**src/rtl/regfile_pkg.sv**
```systemverilog
// Shared defaults and helpers for the scoreboarded integer register file.
package regfile_pkg;

    localparam int XLEN_DEFAULT  = 32;
    localparam int NREG_DEFAULT  = 32;
    localparam int NREAD_DEFAULT = 2;
    localparam int ZERO_REG      = 0;

    // Address width for n registers; never below one bit so NREG=2 still works.
    function automatic int calc_aw(input int n);
        return (n <= 2) ? 1 : $clog2(n);
    endfunction

endpackage

```
**src/rtl/regfile_bank.sv**
```systemverilog
// Raw register storage: async-cleared array, one write port, NREAD combinational reads.
module regfile_bank
    import regfile_pkg::*;
#(
    parameter int XLEN  = XLEN_DEFAULT,
    parameter int NREG  = NREG_DEFAULT,
    parameter int NREAD = NREAD_DEFAULT,
    localparam int AW   = calc_aw(NREG)
) (
    input  logic                  CLK,
    input  logic                  RST,
    input  logic                  we,
    input  logic [AW-1:0]         waddr,
    input  logic [XLEN-1:0]       wdata,
    input  logic [NREAD*AW-1:0]   raddr,
    output logic [NREAD*XLEN-1:0] rdata
);

    logic [XLEN-1:0] mem_reg [NREG];

    always_ff @(posedge CLK or posedge RST) begin
        if (RST) begin
            for (int i = 0; i < NREG; i++) begin
                mem_reg[i] <= '0;
            end
        end else if (we) begin
            mem_reg[waddr] <= wdata;
        end
    end

    for (genvar gi = 0; gi < NREAD; gi++) begin : g_rd
        assign rdata[gi*XLEN +: XLEN] = mem_reg[raddr[gi*AW +: AW]];
    end

endmodule

```
**src/rtl/regfile_sb.sv**
```systemverilog
// Register file with write-back bypass, hard-wired x0 and a per-register busy scoreboard
// used by the issue stage to stall on RAW/WAW hazards.
module regfile_sb
    import regfile_pkg::*;
#(
    parameter int XLEN  = XLEN_DEFAULT,
    parameter int NREG  = NREG_DEFAULT,
    parameter int NREAD = NREAD_DEFAULT,
    localparam int AW   = calc_aw(NREG)
) (
    input  logic                  CLK,
    input  logic                  RST,
    input  logic [NREAD*AW-1:0]   rs_addr,
    output logic [NREAD*XLEN-1:0] rs_data,
    output logic [NREAD-1:0]      rs_busy,
    input  logic                  issue_valid,
    input  logic [AW-1:0]         issue_rd,
    output logic                  issue_ready,
    input  logic                  wb_valid,
    input  logic [AW-1:0]         wb_rd,
    input  logic [XLEN-1:0]       wb_data,
    input  logic                  flush,
    output logic [NREG-1:0]       busy_vec
);

    localparam logic [AW-1:0] ZERO_ADDR = AW'(ZERO_REG);

    logic                  bank_we;
    logic [NREAD*XLEN-1:0] bank_rdata;
    logic [NREG-1:1]       busy_reg;
    logic [NREG-1:1]       busy_next;
    logic [NREG-1:0]       busy_full;
    logic                  wb_hit_issue;
    logic                  claim_accept;

    assign bank_we = wb_valid & (wb_rd != ZERO_ADDR);

    regfile_bank #(
        .XLEN  (XLEN),
        .NREG  (NREG),
        .NREAD (NREAD)
    ) u_bank (
        .CLK   (CLK),
        .RST   (RST),
        .we    (bank_we),
        .waddr (wb_rd),
        .wdata (wb_data),
        .raddr (rs_addr),
        .rdata (bank_rdata)
    );

    // x0 has no storage bit; it reads as never busy.
    assign busy_full = {busy_reg, 1'b0};
    assign busy_vec  = busy_full;

    for (genvar gi = 0; gi < NREAD; gi++) begin : g_port
        logic [AW-1:0] port_addr;
        logic          port_wb_hit;
        logic          port_is_zero;

        assign port_addr    = rs_addr[gi*AW +: AW];
        assign port_is_zero = (port_addr == ZERO_ADDR);
        assign port_wb_hit  = wb_valid & (wb_rd == port_addr);

        assign rs_data[gi*XLEN +: XLEN] = port_is_zero ? '0 :
                                          port_wb_hit  ? wb_data :
                                                         bank_rdata[gi*XLEN +: XLEN];
        assign rs_busy[gi] = busy_full[port_addr] & ~port_wb_hit & ~port_is_zero;
    end

    // A claim on a busy register is released in the very cycle its producer writes back.
    assign wb_hit_issue = wb_valid & (wb_rd == issue_rd);
    assign issue_ready  = ~issue_valid | (issue_rd == ZERO_ADDR) |
                          ~busy_full[issue_rd] | wb_hit_issue;
    assign claim_accept = issue_valid & issue_ready & ~flush;

    // New producer outranks the write-back of the previous one to the same register.
    for (genvar gi = 1; gi < NREG; gi++) begin : g_busy
        assign busy_next[gi] = flush                                       ? 1'b0 :
                               (claim_accept && issue_rd == AW'(gi))       ? 1'b1 :
                               (wb_valid && wb_rd == AW'(gi))              ? 1'b0 :
                                                                             busy_reg[gi];
    end

    always_ff @(posedge CLK or posedge RST) begin
        if (RST) begin
            busy_reg <= '0;
        end else begin
            busy_reg <= busy_next;
        end
    end

endmodule

```
**config.mk**
```make
export PLATFORM = sky130hd
export DESIGN_NAME = regfile_sb
export DESIGN_NICKNAME = d
export VERILOG_FILES = /design/src/rtl/regfile_pkg.sv /design/src/rtl/regfile_bank.sv /design/src/rtl/regfile_sb.sv
export SDC_FILE = /design/constraint.sdc
export NUM_CORES = 2
export LEC_CHECK = 0
export ABC_AREA = 1
export CAP_MARGIN = 10
export CORE_ASPECT_RATIO = 1.4
export CORE_MARGIN = 4
export CORE_UTILIZATION = 50
export DETAILED_ROUTE_END_ITERATION = 8
export PLACE_DENSITY = 0.78
export SYNTH_ARGS = -nofsm -noshare
export SYNTH_HDL_FRONTEND = slang
export SYNTH_SLANG_ARGS = --single-unit
export TNS_END_PERCENT = 10
```
**constraint.sdc**
```tcl
create_clock -name CLK -period 52.3 [get_ports CLK]
set_input_delay 15.69 -clock CLK [delete_from_list [all_inputs] [get_ports CLK]]
set_output_delay 15.69 -clock CLK [all_outputs]
set_load 0.01 [all_outputs]
```
==> flow_summary.yaml <==
power:
  seqPwrFrac_pct: 45.1
  ir_worst_vdd_uv: 25.9
  leakage_nw: 29.0
  internal_power_mw: 1.61
  powerDensity_nw_per_um2: 36.8
  pwr-share-comb_pct: 19.0
  switching_share_pct: 31.5
  switching_power_mw: 0.739
  pwr-share-clk_pct: 35.9
die:
  pin_count: 156
  start_util_pct: 50.3
  core-area_sq_um: 118000
  die_x_um: 299
  rows: 149
  die_h_um: 415
  die_area_sq_um: 124000
cts:
  clock_sinks: 1055
  cts_inserted_buffers: 108
  worst_skew_pair.late_latency_ns: 0.72
  path_clk_slew_ns: 0.06
  ctsResizeCount: 0
  htree_num_levels: 3
  cts_buffer_depth: 3
  tritoncts: "done"
  post-cts-setup-buffers: 0
  cts_root_buf: "clkbuf_16"
  holdBufCountCts: 0
logic_synthesis:
  ys_top_cells_by_area: "dfrtp_1 45%, nand2_1 14%, o21ai_0 12%"
  synth.yosys.warnings: 0
  synth.avg_cell_area_sq_um: 7.25
  yosysSeqAreaShare_pct: 44.5
  syn_inst: 8179
  synth.most_common_cell: "nand2_1"
  ys_async_sr_fraction_pct: 100
  synth_nets: 8236
  yosys.area.top_type: "dfrtp_1"
  synthesis.area_sq_um: 59300
  synth_edf_count: 0
  synth-main-ff-cell: "dfrtp_1"
  ys_types: 35
  ys_ff_latch: 1055
  synth_common_cells: "2282 x nand2_1, 1443 x o21ai_0, 1055 x dfrtp_1"
  synth_top_area_share_pct: 44.5
routing:
  drt_iter0_drc: 9514
  totalWireLength_um: 220000
  routedWlPerCell_um: 23.5
  routed_via_density: 6.42
  vias: 60209
  firstDrtPassIters: 8
  drcViolationCount: 0
  drtAntennaViolNets: 0
critical_path:
  crit_cells: 12
  cp.required_ns: 36.61
  max_stage_delay_ns: 0.86
  cp_top_family: "buffers and inverters"
  critPathLaunch: "rs_addr[6]"
  cp_slowest_cell: "buf_4"
  r2r_start: "busy_reg[23]$_DFFE_PP0P_"
  arrival_ns: 20.38
  critPathCaptureType: "primary output"
  startpoint_type: "input port"
  r2r.worst_path.cells: 11
  critPathBufInv: 7
  path_max_fanout: 67
  worstPathCellList: "buf_8 -> buf_4 -> buf_4 -> nor2_4 -> inv_1 -> nor3_2 -> inv_2 -> nand2_1 -> inv_2 -> nand3_1 -> nand2_1 -> clkdlybuf4s50_1"
  critical_path_class: "in2out"
placement:
  placed_cell_area_sq_um: 60000
  place_hpwl_um: 116000
  io_buffer_count: 154
  gp_congestion: 0.985
grt:
  track_usage_pct: 34.2
  grt_pass1_wl_um: 331000
  antenna_found_initial: 7
  gr-total-overflow: 0
  grt_max_degree: 249
  grt_pass1_vias: 55430
min_path:
  hold_path_depth: 0
  hp-class: "reg2reg"
  min_from: "u_bank.mem_reg[1007]$_DFFE_PP0P_"
layout:
  area_delta_synth_final_pct: 7.62
  fin_area_sq_um: 63800
  layout-drive-gt1-share_pct: 4.22
  fillers: 11010
  largest_reg_flops: 1024
  fin_nets: 7758
sta:
  fin_tns_setup_ns: 0
  relSlewSlack_pct: 13.6
  hold_ws_ns: 0.381
  finClkSkew_ns: 0.0286
  slew_viol_final: 0
  period_minus_slack_ns: 36.07
  setup_viol: 0
  finalHoldViolations: 0
  worst_pin_slew_ns: 1.30
  grt_setup_unrepaired: "false"
  period_share_pct: 69.0
  fmax_mhz: 27.7
outcome:
  status: "finished, final reports clean"
job:
  maxCapViolCount: 0
[worst paths after layout]
| path | to | slack, ns |
|---|---|---|
| worst min register to register | u_bank.mem_reg[1007]$_DFFE_PP0P_ | 0.38 |
| max in group asynchronous | u_bank.mem_reg[175]$_DFFE_PP0P_ | 32.59 |
| worst min-delay path | u_bank.mem_reg[1007]$_DFFE_PP0P_ | 0.38 |
| worst max-delay path | rs_data[41] | 16.23 |
| min in group asynchronous | u_bank.mem_reg[452]$_DFFE_PP0P_ | 15.58 |
| worst max register to register | busy_reg[11]$_DFFE_PP0P_ | 50.07 |
[kinds of logic after synthesis]
kind of cell	synth area share, %
AND/OR/NAND/NOR	24.8
XOR/XNOR	0.0739
AO/OA/AOI/OAI	21.1
flip-flops	44.5
buffers and inverters	9.50
other	0.00633
[power by group through the flow]
| stage | registers (mW) | clock network (mW) | logic, mW |
|---|---|---|---|
| 3_3_place_gp | 1.06 | 0 | 0.418 |
| 6_report | 1.06 | 0.844 | 0.445 |
| 3_5_place_dp | 1.07 | 0 | 0.433 |
| 2_1_floorplan | 1.05 | 0 | 0.321 |
| 5_1_grt | 1.07 | 0.875 | 0.501 |
| 4_1_cts | 1.05 | 0.841 | 0.436 |
[worst reg2reg max path: cells and delay by family, from the launching register on]
kind / cells / cell delay, ns
flops: 1 / 0.48
simple gates: 11 / 1.63
[area by class of cell]
class | count | area [sq um] | area share [%]
antenna | 3 | 7.51 | 0.0118
clock buffer | 159 | 3230 | 5.06
clock inverter | 39 | 583 | 0.914
inverter | 513 | 1950 | 3.06
multi-input combinational | 5800 | 27500 | 43.1
sequential | 1055 | 26400 | 41.4
tap | 1585 | 1980 | 3.11
timing repair buffer | 223 | 2130 | 3.35
[routing by layer]
layer / track usage, % / vias up / share of wire [%]
met3: 9.63 / 1046 / 14
met4: 22.3 / 10 / 7.7
li1: - / 26388 / -
met5: 0.664 / - / 0.074
met1: 45.1 / 28213 / 36
met2: 49.2 / 4552 / 41
[layout by cell type, fill, tap and decap left out, drive strengths merged]
cell,instances
nand3b,8
nand3,994
o211ai,394
a31oi,11
clkinvlp,3
or2,1
o22ai,6
o221ai,1
buf,79
clkdlybuf4s50,144
xor2,5
nand4,52
o2111ai,4
nand2,2285
nor2,142
nor4,1
a21oi,423
inv,514
clkbuf,159
a211oi,1
conb,1
o21ai,1449
nor3,22
dfrtp,1055
bufinv,14
diode,3
clkinv,21
[metrics by stage]
stage               setup slack (ns)  total power, mW  util, %  instances
detailed placement             16.46             1.50     50.9       9176
global route                   16.04             2.45     54.1       9374
CTS                            16.45             2.33     54.1       9374
finish                         16.23             2.35     54.1       9377
global placement               16.47             1.48     50.9       9176
floorplan                       6.91             1.37        -       8179
Note: power is estimated with default switching activity, not from simulation.
